<file path="config.mk">
export PLATFORM = sky130hd
export DESIGN_NAME = branch_recovery_unit_flat
export DESIGN_NICKNAME = d
export VERILOG_FILES = /design/src/rtl/branch_recovery_unit_if.sv /design/src/rtl/branch_recovery_unit.sv /design/src/flat_wrapper.sv
export SDC_FILE = /design/constraint.sdc
export NUM_CORES = 1
export LEC_CHECK = 0
export BUFFER_PORTS_ARGS = -buffer_cell sky130_fd_sc_hd__buf_2
export CAP_MARGIN = 20
export CORE_ASPECT_RATIO = 0.6
export CORE_MARGIN = 4
export CORE_UTILIZATION = 59
export DETAILED_ROUTE_END_ITERATION = 10
export GPL_TIMING_DRIVEN = 0
export PLACE_DENSITY_LB_ADDON = 0.15
export SYNTH_ARGS = -nofsm -noshare
export SYNTH_HDL_FRONTEND = slang
export SYNTH_SLANG_ARGS = --single-unit
</file>
<file path="constraint.sdc">
create_clock -name clk -period 6.4 [get_ports clk]
set_input_delay 1.28 -clock clk [delete_from_list [all_inputs] [get_ports clk]]
set_output_delay 1.28 -clock clk [all_outputs]
set_load 0.01 [all_outputs]
</file>
<file path="src/rtl/branch_recovery_unit_if.sv">
// Bus bundle for branch_recovery_unit: fetch-side allocation, execute-side
// resolution and the recovery outputs (flush / redirect / occupancy).
// master = the pipeline driving allocations and resolutions,
// slave  = the recovery unit itself.
interface branch_recovery_unit_if #(
  parameter int WordSize = 32,
  parameter int Depth    = 4
);
  logic                       alloc_valid;
  logic                       alloc_ready;
  logic [WordSize-1:0]        alloc_pc;
  logic                       alloc_pred_taken;
  logic [WordSize-1:0]        alloc_pred_target;

  logic                       res_valid;
  logic                       res_taken;
  logic [WordSize-1:0]        res_target;

  logic                       flush;
  logic                       npc_valid;
  logic [WordSize-1:0]        npc;
  logic [$clog2(Depth):0]     count;

  modport master (
    output alloc_valid, alloc_pc, alloc_pred_taken, alloc_pred_target,
    output res_valid, res_taken, res_target,
    input  alloc_ready, flush, npc_valid, npc, count
  );

  modport slave (
    input  alloc_valid, alloc_pc, alloc_pred_taken, alloc_pred_target,
    input  res_valid, res_taken, res_target,
    output alloc_ready, flush, npc_valid, npc, count
  );
endinterface

</file>
<file path="src/rtl/branch_recovery_unit.sv">
// Branch recovery unit: keeps an in-order queue of up to Depth predicted
// branches, resolves the oldest one, and on a direction or target mispredict
// raises a multi-cycle flush, redirects fetch through npc and squashes every
// younger entry.
// Optional feature: define BRANCH_RECOVERY_STATS_EN to add the saturating
// stat_resolved / stat_mispred counters and their output ports.
module branch_recovery_unit #(
  parameter int                  WordSize    = 32,
  parameter int                  Depth       = 4,
  parameter int                  FlushCycles = 1,
  parameter int                  InstBytes   = 4,
  parameter logic [WordSize-1:0] ResetVector = '0
) (
  input  logic                   clk,
  input  logic                   rstn,
  branch_recovery_unit_if.slave  bus
`ifdef BRANCH_RECOVERY_STATS_EN
  ,
  output logic [31:0]            stat_resolved,
  output logic [31:0]            stat_mispred
`endif
);

  localparam int PtrW   = $clog2(Depth);
  localparam int CountW = PtrW + 1;
  localparam int FcW    = $clog2(FlushCycles + 1);

  localparam logic [1:0] BOOT  = 2'd0;
  localparam logic [1:0] RUN   = 2'd1;
  localparam logic [1:0] FLUSH = 2'd2;

  // Reject configurations the pointer arithmetic cannot support.
  if (Depth < 2 || (Depth & (Depth - 1)) != 0) begin : g_bad_depth
    $error("branch_recovery_unit: Depth must be a power of two >= 2");
  end
  if (FlushCycles < 1) begin : g_bad_flush
    $error("branch_recovery_unit: FlushCycles must be >= 1");
  end

  logic [1:0]          state;
  logic [PtrW-1:0]     head;
  logic [PtrW-1:0]     tail;
  logic [CountW-1:0]   count_q;
  logic [FcW-1:0]      flush_left;
  logic                flush_q;
  logic                npc_valid_q;
  logic [WordSize-1:0] npc_q;

  logic [WordSize-1:0] pc_mem     [Depth];
  logic                taken_mem  [Depth];
  logic [WordSize-1:0] target_mem [Depth];

  logic                full;
  logic                empty;
  logic                ready;
  logic                alloc_fire;
  logic                res_fire;
  logic                mispredict;
  logic                resolve_ok;
  logic [WordSize-1:0] head_pc;
  logic                head_taken;
  logic [WordSize-1:0] head_target;
  logic [WordSize-1:0] fall_through;
  logic [WordSize-1:0] correct_pc;

  assign full    = (count_q == CountW'(Depth));
  assign empty   = (count_q == '0);
  assign ready   = (state == RUN) && !full;

  assign alloc_fire = bus.alloc_valid && ready;
  // Resolutions only count in RUN with something queued; an empty queue
  // has nothing to compare against.
  assign res_fire   = (state == RUN) && bus.res_valid && !empty;

  assign head_pc      = pc_mem[head];
  assign head_taken   = taken_mem[head];
  assign head_target  = target_mem[head];
  // Fall-through wraps modulo 2^WordSize; the carry is intentionally lost.
  assign fall_through = head_pc + WordSize'(InstBytes);
  assign correct_pc   = bus.res_taken ? bus.res_target : fall_through;

  // A target only matters when both prediction and outcome are taken.
  assign mispredict = res_fire &&
                      ((bus.res_taken != head_taken) ||
                       (bus.res_taken && (bus.res_target != head_target)));
  assign resolve_ok = res_fire && !mispredict;

  // Capture the predicted branch at the tail slot; a same-cycle mispredict
  // squashes it because it is younger than the branch being resolved.
  always_ff @(posedge clk) begin
    if (alloc_fire && !mispredict) begin
      pc_mem[tail]     <= bus.alloc_pc;
      taken_mem[tail]  <= bus.alloc_pred_taken;
      target_mem[tail] <= bus.alloc_pred_target;
    end
  end

  // Control FSM: boot redirect, normal queue bookkeeping, and flush timing.
  always_ff @(posedge clk or negedge rstn) begin
    if (!rstn) begin
      state       <= BOOT;
      head        <= '0;
      tail        <= '0;
      count_q     <= '0;
      flush_left  <= '0;
      flush_q     <= 1'b0;
      npc_valid_q <= 1'b0;
      npc_q       <= '0;
    end else begin
      case (state)
        BOOT: begin
          if (!npc_valid_q) begin
            npc_valid_q <= 1'b1;
            npc_q       <= ResetVector;
          end else begin
            npc_valid_q <= 1'b0;
            state       <= RUN;
          end
        end

        RUN: begin
          if (mispredict) begin
            flush_q     <= 1'b1;
            npc_valid_q <= 1'b1;
            npc_q       <= correct_pc;
            head        <= tail;
            count_q     <= '0;
            flush_left  <= FcW'(FlushCycles - 1);
            state       <= FLUSH;
          end else begin
            if (alloc_fire) begin
              tail <= tail + PtrW'(1);
            end
            if (resolve_ok) begin
              head <= head + PtrW'(1);
            end
            case ({alloc_fire, resolve_ok})
              2'b10:   count_q <= count_q + CountW'(1);
              2'b01:   count_q <= count_q - CountW'(1);
              default: count_q <= count_q;
            endcase
          end
        end

        FLUSH: begin
          npc_valid_q <= 1'b0;
          if (flush_left == '0) begin
            flush_q <= 1'b0;
            state   <= RUN;
          end else begin
            flush_left <= flush_left - FcW'(1);
          end
        end

        default: begin
          flush_q     <= 1'b0;
          npc_valid_q <= 1'b0;
          state       <= BOOT;
        end
      endcase
    end
  end

  assign bus.alloc_ready = ready;
  assign bus.flush       = flush_q;
  assign bus.npc_valid   = npc_valid_q;
  assign bus.npc         = npc_q;
  assign bus.count       = count_q;

`ifdef BRANCH_RECOVERY_STATS_EN
  logic [31:0] resolved_q;
  logic [31:0] mispred_q;

  // Saturating event counters for accepted resolutions and mispredicts.
  always_ff @(posedge clk or negedge rstn) begin
    if (!rstn) begin
      resolved_q <= '0;
      mispred_q  <= '0;
    end else begin
      if (res_fire && (resolved_q != 32'hFFFF_FFFF)) begin
        resolved_q <= resolved_q + 32'd1;
      end
      if (mispredict && (mispred_q != 32'hFFFF_FFFF)) begin
        mispred_q <= mispred_q + 32'd1;
      end
    end
  end

  assign stat_resolved = resolved_q;
  assign stat_mispred  = mispred_q;
`endif

endmodule

</file>
<file path="src/flat_wrapper.sv">
// flat-port wrapper written by rule: the top's interface ports become plain ports
module branch_recovery_unit_flat 
#(
  parameter int                  WordSize    = 32,
  parameter int                  Depth       = 4,
  parameter int                  FlushCycles = 1,
  parameter int                  InstBytes   = 4,
  parameter logic [WordSize-1:0] ResetVector = '0
)
  (clk, rstn, bus_alloc_valid, bus_alloc_pc, bus_alloc_pred_taken, bus_alloc_pred_target, bus_res_valid, bus_res_taken, bus_res_target, bus_alloc_ready, bus_flush, bus_npc_valid, bus_npc, bus_count);
  branch_recovery_unit_if #(.WordSize(WordSize), .Depth(Depth)) bus_i ();
  input  logic clk;
  input  logic rstn;
  input wire logic [$bits(bus_i.alloc_valid)-1:0] bus_alloc_valid;
  input wire logic [$bits(bus_i.alloc_pc)-1:0] bus_alloc_pc;
  input wire logic [$bits(bus_i.alloc_pred_taken)-1:0] bus_alloc_pred_taken;
  input wire logic [$bits(bus_i.alloc_pred_target)-1:0] bus_alloc_pred_target;
  input wire logic [$bits(bus_i.res_valid)-1:0] bus_res_valid;
  input wire logic [$bits(bus_i.res_taken)-1:0] bus_res_taken;
  input wire logic [$bits(bus_i.res_target)-1:0] bus_res_target;
  output wire logic [$bits(bus_i.alloc_ready)-1:0] bus_alloc_ready;
  output wire logic [$bits(bus_i.flush)-1:0] bus_flush;
  output wire logic [$bits(bus_i.npc_valid)-1:0] bus_npc_valid;
  output wire logic [$bits(bus_i.npc)-1:0] bus_npc;
  output wire logic [$bits(bus_i.count)-1:0] bus_count;
  assign bus_i.alloc_valid = bus_alloc_valid;
  assign bus_i.alloc_pc = bus_alloc_pc;
  assign bus_i.alloc_pred_taken = bus_alloc_pred_taken;
  assign bus_i.alloc_pred_target = bus_alloc_pred_target;
  assign bus_i.res_valid = bus_res_valid;
  assign bus_i.res_taken = bus_res_taken;
  assign bus_i.res_target = bus_res_target;
  assign bus_alloc_ready = bus_i.alloc_ready;
  assign bus_flush = bus_i.flush;
  assign bus_npc_valid = bus_i.npc_valid;
  assign bus_npc = bus_i.npc;
  assign bus_count = bus_i.count;
  branch_recovery_unit #(.WordSize(WordSize), .Depth(Depth), .FlushCycles(FlushCycles), .InstBytes(InstBytes), .ResetVector(ResetVector)) u_core (.clk(clk), .rstn(rstn), .bus(bus_i));
endmodule
</file>
* Word-level counts from Yosys, hierarchy flattened *
Memory sizes are Yosys's and may differ from the RTL's.
Index checks and enable logic that the tools add are counted.

word-level totals
  bits in writable memories = 260
  bits in registers = 44
  latch bits = 0
  memories = 3
  output and inout port bits = 38
  bits in read-only memories = 0
  input port bits = 102

memories
  name               words  bits a word  rd ports  clocked after Yosys merged registers in  wr ports  line                        text
  u_core.pc_mem      4      32           1         0                                        1         branch_recovery_unit.sv:49  logic [WordSize-1:0] pc_mem [Depth];
  u_core.target_mem  4      32           1         0                                        1         branch_recovery_unit.sv:51  logic [WordSize-1:0] target_mem [Depth];
  u_core.taken_mem   4      1            1         0                                        1         branch_recovery_unit.sv:50  logic taken_mem [Depth];

operators by class
  add/subtract/negate cells = 6
  eq/ne operators = 11
  bitwise gates (word level) = 2
  magnitude comparators = 0
  $mul = 0
  shift-type cells = 0
  reduce and logical (&&, ||, !) cells = 25
  div/mod/pow operators = 0
  multiplexer cells = 22

operator list
  kind                   count
  $mux 32                3
  $pmux 32 s2            1
  $add 32x3->32 const B  1
  $ne 32x32->1           1
  $reduce_and 3->1       4
  $mux 2                 5
  $logic_and 1x1->1      8
  $mux 1                 7
  $pmux 2 s3             1
  $pmux 3 s2             1
  $reduce_and 2->1       3
  $reduce_bool 2->1      3
  $add 2x1->2 const B    2
  $eq 2x1->1 const B     2
  $eq 2x2->1 const B     2
  $ne 2x1->1 const B     2
  $ne 2x2->1 const B     2
  $pmux 1 s2             2
  $add 3x1->3 const B    1
  $eq 3x3->1 const B     1
  $logic_not 1->1        3
  $logic_not 3->1        1
  $mux 3                 1
  $pmux 1 s3             1
  other kinds (7)        8

* Logic depth before layout (Yosys ltp) *
An unclocked memory read counts as a cell.

  depth after elaboration = 10
  gate-level depth with buffers = 18
  depth with buffers taken out = 14

* Worst setup path before layout *
Ideal clock, no wire load.

  path type = input port to flip-flop
  from = input port bus_res_target[11]
  to = memory u_core.pc_mem[0][0], enable pin
  path slack = 1.615 ns
  required time = 5.970 ns
  stages on the path = 8
  arrival = 4.355 ns
  cells stage by stage = inv_1 > o221ai_1 > a2111oi_2 > nand4_1 > or4_4 > o21ai_4 > and2b_1 > and2_1

between the ends
  longest elaborated chain between the ends = 8

ends and longest elaborated chain
  what                          line                        text
  start, declared               flat_wrapper.sv:20          input wire logic [$bits(bus_i.res_target)-1:0] bus_res_target;
  $ne 32x32->1                  branch_recovery_unit.sv:85  (bus.res_taken && (bus.res_target != head_target)));
  $logic_and 1x1->1             branch_recovery_unit.sv:85
  $logic_or 1x1->1              branch_recovery_unit.sv:84  ((bus.res_taken != head_taken) ||
  $logic_and 1x1->1             branch_recovery_unit.sv:83  assign mispredict = res_fire &&
  $logic_not 1->1               branch_recovery_unit.sv:91  if (alloc_fire && !mispredict) begin
  $logic_and 1x1->1             branch_recovery_unit.sv:91
  $mux 1                        branch_recovery_unit.sv:91
  $mux 1 (not written as such)  branch_recovery_unit.sv:92  pc_mem[tail] <= bus.alloc_pc;
  end, declared                 branch_recovery_unit.sv:49

No other way between the ends.

* Worst setup path in the final report *
  from = register u_core.head[1]
  to = register u_core.count_q[2] (netlist: u_core.bus.count[2])

between the ends
  longest elaborated chain between the ends = 10

ends and longest elaborated chain
  what                                             line                         text
  start, declared                                  branch_recovery_unit.sv:41   logic [PtrW-1:0] head;
  start signal, assigned                           branch_recovery_unit.sv:126  head <= tail;
  start signal, assigned                           branch_recovery_unit.sv:135  head <= head + PtrW'(1);
  $mem_v2 4x32                                     --
  $ne 32x32->1                                     branch_recovery_unit.sv:85
  $logic_and 1x1->1                                branch_recovery_unit.sv:85
  $logic_or 1x1->1 *                               branch_recovery_unit.sv:84
  $logic_and 1x1->1 *                              branch_recovery_unit.sv:83
  $logic_not 1->1                                  branch_recovery_unit.sv:86   assign resolve_ok = res_fire && !mispredict;
  $logic_and 1x1->1                                branch_recovery_unit.sv:86
  $eq 2x1->1 or $eq 2x2->1 (tied branches)         branch_recovery_unit.sv:137  case ({alloc_fire, resolve_ok})
  $pmux 3 s2 or $reduce_bool 3->1 (tied branches)  --
  $mux 3 or $reduce_and 2->1 (tied branches)       --
  end signal, assigned                             branch_recovery_unit.sv:138  2'b10: count_q <= count_q + CountW'(1);
  end signal, assigned                             branch_recovery_unit.sv:139  2'b01: count_q <= count_q - CountW'(1);
  end signal, assigned                             branch_recovery_unit.sv:140  default: count_q <= count_q;
  end, declared                                    branch_recovery_unit.sv:43   logic [CountW-1:0] count_q;

Every way passes the cells marked *; elsewhere a longest branch is shown, timed or not.
A chain may end at the register's enable or synchronous reset.

==> impl_results.rst <==
.. list-table::
   :header-rows: 1

   * - Metric
     - Value
   * - Run status
     - complete, no violations
   * - Vias post-DR
     - 7404
   * - Number of remaining DRC errors
     - 0
   * - Total clock buffers created by CTS
     - 27
   * - Arrival time at the worst endpoint
     - 5.41 ns
   * - Delay contributed by the slowest stage of the critical path
     - 0.66 ns
   * - Number of enable flip-flop cells after synthesis
     - 260
   * - Sequential element share of the synthesized area
     - 69.3%
   * - Vias in the first global route
     - 7416
   * - Final WL
     - 30400 um
   * - PD cells
     - 457 mW/mm2
   * - First-pass GRT wire length
     - 44800 um
   * - Die Width
     - 198 um
   * - Layout Utilization
     - 70.6%
   * - Port-buffer cells
     - 139
   * - Maxcap violations
     - 0
   * - CP endpoint kind
     - register
   * - Post-route insts no fill
     - 1207
   * - Placed instance count
     - 1154
   * - Startpoint-to-endpoint class of the critical path
     - register to register
   * - Vias per cell
     - 6.13
   * - Number of synthesized register bits
     - 303
   * - Cells taking the most area after synthesis
     - sky130_fd_sc_hd__edfxtp_1, sky130_fd_sc_hd__mux4_2, sky130_fd_sc_hd__dfrtp_1
   * - Final-layout worst hold slack
     - 0.517 ns
   * - Global-route usage over all layers
     - 25.2%
   * - Clock Skews
     - 0.0160 ns
   * - Warnings, synthesis
     - 0
   * - Global route overflow
     - 0
   * - Portion of synthesized cell area occupied by the leading cell type
     - 60.9%
   * - Share of synthesized flip-flops with an asynchronous set or reset
     - 14.2%
   * - Leak
     - 5.46 nW
   * - Number of iterations in the first detailed-routing pass
     - 5
   * - Met3 track utilization from global routing
     - 6.58%
   * - TritonCTS Sinks
     - 303
   * - Proportion of layout cells with a drive suffix above 1
     - 32.6%
   * - Number of cell rows
     - 41
   * - Slew Viols, Final
     - 0
   * - Number of distinct standard cells referenced by the synthesized netlist
     - 52
   * - Finish-stage setup viols
     - 0
   * - Clock latency on the worst-skew pair
     - 0.54 ns
   * - Netlist area before placement
     - 0.0128 mm2
   * - Met1 capacity usage during global routing
     - 38.2%
   * - Clock tree from TritonCTS
     - built
   * - Placed standard-cell area
     - 0.0140 mm2
   * - Setup_tns
     - 0 ns
   * - Number of design-rule violations left by the first detailed-router iteration
     - 831
   * - Final WS setup
     - 1.41 ns
   * - Fill cell instance count of the final layout
     - 1340
   * - Overall power consumption
     - 6.84 mW
   * - Die ar.
     - 0.0242 mm2
   * - Least-Margin Pin Slew
     - 0.956 ns
   * - Maximum fanout encountered on the critical timing path
     - 10
   * - Critical Path Start Type
     - register
   * - Starting density of the core
     - 60.5%
   * - Post-cts resize count
     - 0
   * - Peak Freq
     - 200 MHz
   * - Weighted congestion reported at the end of routability-driven placement
     - 0.884
   * - Final period utilization
     - 78.0%
   * - Time the worst path needs with I/O delays and setup
     - 4.99 ns
   * - Clk slew on worst S/H paths
     - 0.07 ns
   * - Number of buffers between clock root and the deepest sink
     - 3
   * - Core area
     - 0.0212 mm2
   * - Worst hold-check path type
     - register to register
   * - Setup slack on the worst flop-to-flop path
     - 1.41 ns
   * - Vertical die dimension
     - 122 um
   * - Unrepaired setup endpoints after global routing
     - false
   * - Met2 Usage GRT
     - 38.3%
   * - Layout Nets
     - 1014
   * - Mean area per synthesized cell
     - 17.5 um2
   * - Largest area contributor in the synthesized netlist
     - sky130_fd_sc_hd__edfxtp_1
   * - Post-route antenna net violation count
     - 0
   * - Most crowded layer after global routing
     - met2
   * - Post-CTS Setup Repair Bufs
     - 0
   * - Final std cell area, no fill
     - 0.0150 mm2
   * - Maximum resistive drop on vdd
     - 0.000274 V
   * - Number of standard cells after synthesis
     - 732
   * - DR WL/cell
     - 25.2 um
   * - Post-detail-place hpwl
     - 21300 um
   * - Pin count of the biggest net entering global routing
     - 44
   * - Post-synthesis net count
     - 841
   * - Rel. slew slack
     - 35.2%
   * - CP top delay family
     - simple AND/OR/NAND/NOR gates
   * - P&R area growth vs syn
     - 16.7%
   * - Number of antenna violations at the first check in global routing
     - 4
   * - Most used DFF post-synth
     - sky130_fd_sc_hd__edfxtp_1
   * - Hold-fix buffers, CTS
     - 0
   * - Worst-path cell chain
     - buf_4 -> buf_2 -> buf_2 -> mux4_2 -> xor2_1 -> nor4_1 -> nand3_1 -> o22ai_1 -> nor2b_1 -> ha_1 -> inv_1 -> fa_1 -> xnor2_1 -> nand2_1 -> xor2_1 -> nor2_1
   * - Final hold violations
     - 0
   * - H-tree level count
     - 1
   * - Buffer and inverter count on the worst path
     - 4
   * - Data required time at the worst endpoint
     - 6.82 ns
   * - Ports
     - 140
   * - Clock Tree Root
     - sky130_fd_sc_hd__clkbuf_16
   * - Max stage delay cell, worst path
     - sky130_fd_sc_hd__nor4_1
   * - Worst slack, placed
     - 1.59 ns
## final cells by class
| type | instances | area [um2] | share of cell area (%) |
|---|---|---|---|
| Antenna cell | 2 | 5.00 | 0.0335 |
| Timing Repair Buffer | 144 | 826 | 5.52 |
| Multi-Input combinational cell | 375 | 3660 | 24.5 |
| Sequential cell | 303 | 8880 | 59.4 |
| Inverter | 23 | 86.3 | 0.577 |
| Clock inverter | 16 | 221 | 1.48 |
| Buffer | 31 | 198 | 1.32 |
| Tap cell | 279 | 349 | 2.33 |
| Clock buffer | 34 | 732 | 4.89 |
## cells in the mapped netlist, types with 2 or more instances
library cell and n:
sky130_fd_sc_hd__nor2b_1 3, sky130_fd_sc_hd__and4_1 2, sky130_fd_sc_hd__xor2_1 25, sky130_fd_sc_hd__xnor2_1 28
sky130_fd_sc_hd__edfxtp_1 260, sky130_fd_sc_hd__nand3_1 12, sky130_fd_sc_hd__nor2_1 39, sky130_fd_sc_hd__o221ai_1 2
sky130_fd_sc_hd__ha_1 6, sky130_fd_sc_hd__o21bai_1 2, sky130_fd_sc_hd__dfrtp_1 43, sky130_fd_sc_hd__buf_6 6
sky130_fd_sc_hd__or3_1 2, sky130_fd_sc_hd__and3_1 4, sky130_fd_sc_hd__inv_1 22, sky130_fd_sc_hd__mux2_2 8
sky130_fd_sc_hd__nand4_1 14, sky130_fd_sc_hd__nor4_1 2, sky130_fd_sc_hd__a21o_1 5, sky130_fd_sc_hd__mux2_4 20
sky130_fd_sc_hd__a211oi_1 3, sky130_fd_sc_hd__o21ai_0 20, sky130_fd_sc_hd__nand2b_1 2, sky130_fd_sc_hd__a31oi_1 4
sky130_fd_sc_hd__mux2i_1 28, sky130_fd_sc_hd__mux4_1 2, sky130_fd_sc_hd__nor3_1 9, sky130_fd_sc_hd__mux4_2 55
sky130_fd_sc_hd__o22ai_1 4, sky130_fd_sc_hd__clkbuf_1 11, sky130_fd_sc_hd__a22oi_1 3, sky130_fd_sc_hd__buf_4 8
sky130_fd_sc_hd__buf_2 5, sky130_fd_sc_hd__nand2_1 21, sky130_fd_sc_hd__a2111oi_2 2, sky130_fd_sc_hd__a21oi_1 27
sky130_fd_sc_hd__and2_1 8
## path summary, 6_finish.rpt
path	from	endpoint	depth (start not counted)
setup / recovery	u_core.head[1]	u_core.bus.count[2]	16
hold / removal	u_core.bus.npc[2]	u_core.bus.npc[2]	1
setup reg to reg	u_core.head[1]	u_core.bus.count[2]	16
hold reg to reg	u_core.bus.npc[2]	u_core.bus.npc[2]	1
max in group asynchronous	rstn	u_core.bus.npc[25]	2
min in group asynchronous	rstn	u_core.bus.npc[5]	1
## layer usage
layer	up-vias	share of wire, %
met2	353	46
met4	8	1.4
met5	-	0.13
met1	3790	43
li1	3208	-
met3	45	9.4
## sequential cells by signal, indices dropped and copies added (netlist names)
| register | count |
|---|---|
| u_core.bus.npc | 32 |
| u_core.bus.count | 3 |
| u_core.target_mem | 128 |
| u_core.bus.flush | 1 |
| u_core.taken_mem | 4 |
| u_core.head | 2 |
| u_core.state | 2 |
| u_core.bus.npc_valid | 1 |
| u_core.tail | 2 |
| u_core.pc_mem | 128 |
## worst register-to-register path: stages (launching register included)
cell                      delay [ns]
sky130_fd_sc_hd__dfrtp_1        0.49
sky130_fd_sc_hd__buf_4          0.27
sky130_fd_sc_hd__buf_2          0.36
sky130_fd_sc_hd__buf_2          0.39
sky130_fd_sc_hd__mux4_2         0.40
sky130_fd_sc_hd__xor2_1         0.16
sky130_fd_sc_hd__nor4_1         0.66
sky130_fd_sc_hd__nand3_1        0.31
sky130_fd_sc_hd__o22ai_1        0.49
sky130_fd_sc_hd__nor2b_1        0.21
sky130_fd_sc_hd__ha_1           0.20
sky130_fd_sc_hd__inv_1          0.06
sky130_fd_sc_hd__fa_1           0.38
sky130_fd_sc_hd__xnor2_1        0.16
sky130_fd_sc_hd__nand2_1        0.08
sky130_fd_sc_hd__xor2_1         0.19
sky130_fd_sc_hd__nor2_1         0.07
## cell families after synthesis
group | share of synthesized area (%)
AO/OA/AOI/OAI | 4.00
XOR/XNOR | 3.62
adder cells (fa/ha/maj) | 0.742
buffers and inverters | 2.22
flip-flops | 69.3
multiplexers | 15.3
AND/OR/NAND/NOR | 4.80
## report_power, final
group          total (mW)  internal (mW)  leakage (nW)  switching (mW)
clock                1.72           1.02         0.456           0.705
combinational        2.41           1.06          2.10            1.36
sequential           2.71           2.54          2.90           0.163
total                6.84           4.62          5.46            2.22
## placed cells by master (no fill, tap or decap), types with 3 or more instances in the layout
cell type / synthesis / routed
sky130_fd_sc_hd__a211oi_1: 3 / 3
sky130_fd_sc_hd__a21o_1: 5 / 5
sky130_fd_sc_hd__a21oi_1: 27 / 27
sky130_fd_sc_hd__a22oi_1: 3 / 3
sky130_fd_sc_hd__a31oi_1: 4 / 4
sky130_fd_sc_hd__and2_1: 8 / 4
sky130_fd_sc_hd__and2_4: 0 / 4
sky130_fd_sc_hd__and3_1: 4 / 4
sky130_fd_sc_hd__buf_16: 0 / 4
sky130_fd_sc_hd__buf_2: 5 / 144
sky130_fd_sc_hd__buf_4: 8 / 8
sky130_fd_sc_hd__buf_6: 6 / 6
sky130_fd_sc_hd__bufinv_16: 0 / 5
sky130_fd_sc_hd__clkbuf_1: 11 / 15
sky130_fd_sc_hd__clkbuf_16: 0 / 27
sky130_fd_sc_hd__clkbuf_8: 0 / 3
sky130_fd_sc_hd__clkinv_2: 0 / 4
sky130_fd_sc_hd__clkinvlp_4: 0 / 4
sky130_fd_sc_hd__dfrtp_1: 43 / 43
sky130_fd_sc_hd__edfxtp_1: 260 / 260
sky130_fd_sc_hd__ha_1: 6 / 6
sky130_fd_sc_hd__inv_1: 22 / 22
sky130_fd_sc_hd__mux2_2: 8 / 8
sky130_fd_sc_hd__mux2_4: 20 / 20
sky130_fd_sc_hd__mux2i_1: 28 / 28
sky130_fd_sc_hd__mux4_2: 55 / 55
sky130_fd_sc_hd__nand2_1: 21 / 21
sky130_fd_sc_hd__nand3_1: 12 / 12
sky130_fd_sc_hd__nand4_1: 14 / 14
sky130_fd_sc_hd__nor2_1: 39 / 39
sky130_fd_sc_hd__nor2b_1: 3 / 3
sky130_fd_sc_hd__nor3_1: 9 / 9
sky130_fd_sc_hd__o21ai_0: 20 / 20
sky130_fd_sc_hd__o22ai_1: 4 / 4
sky130_fd_sc_hd__xnor2_1: 28 / 28
sky130_fd_sc_hd__xor2_1: 25 / 25
(Power assumes the default switching activity.)
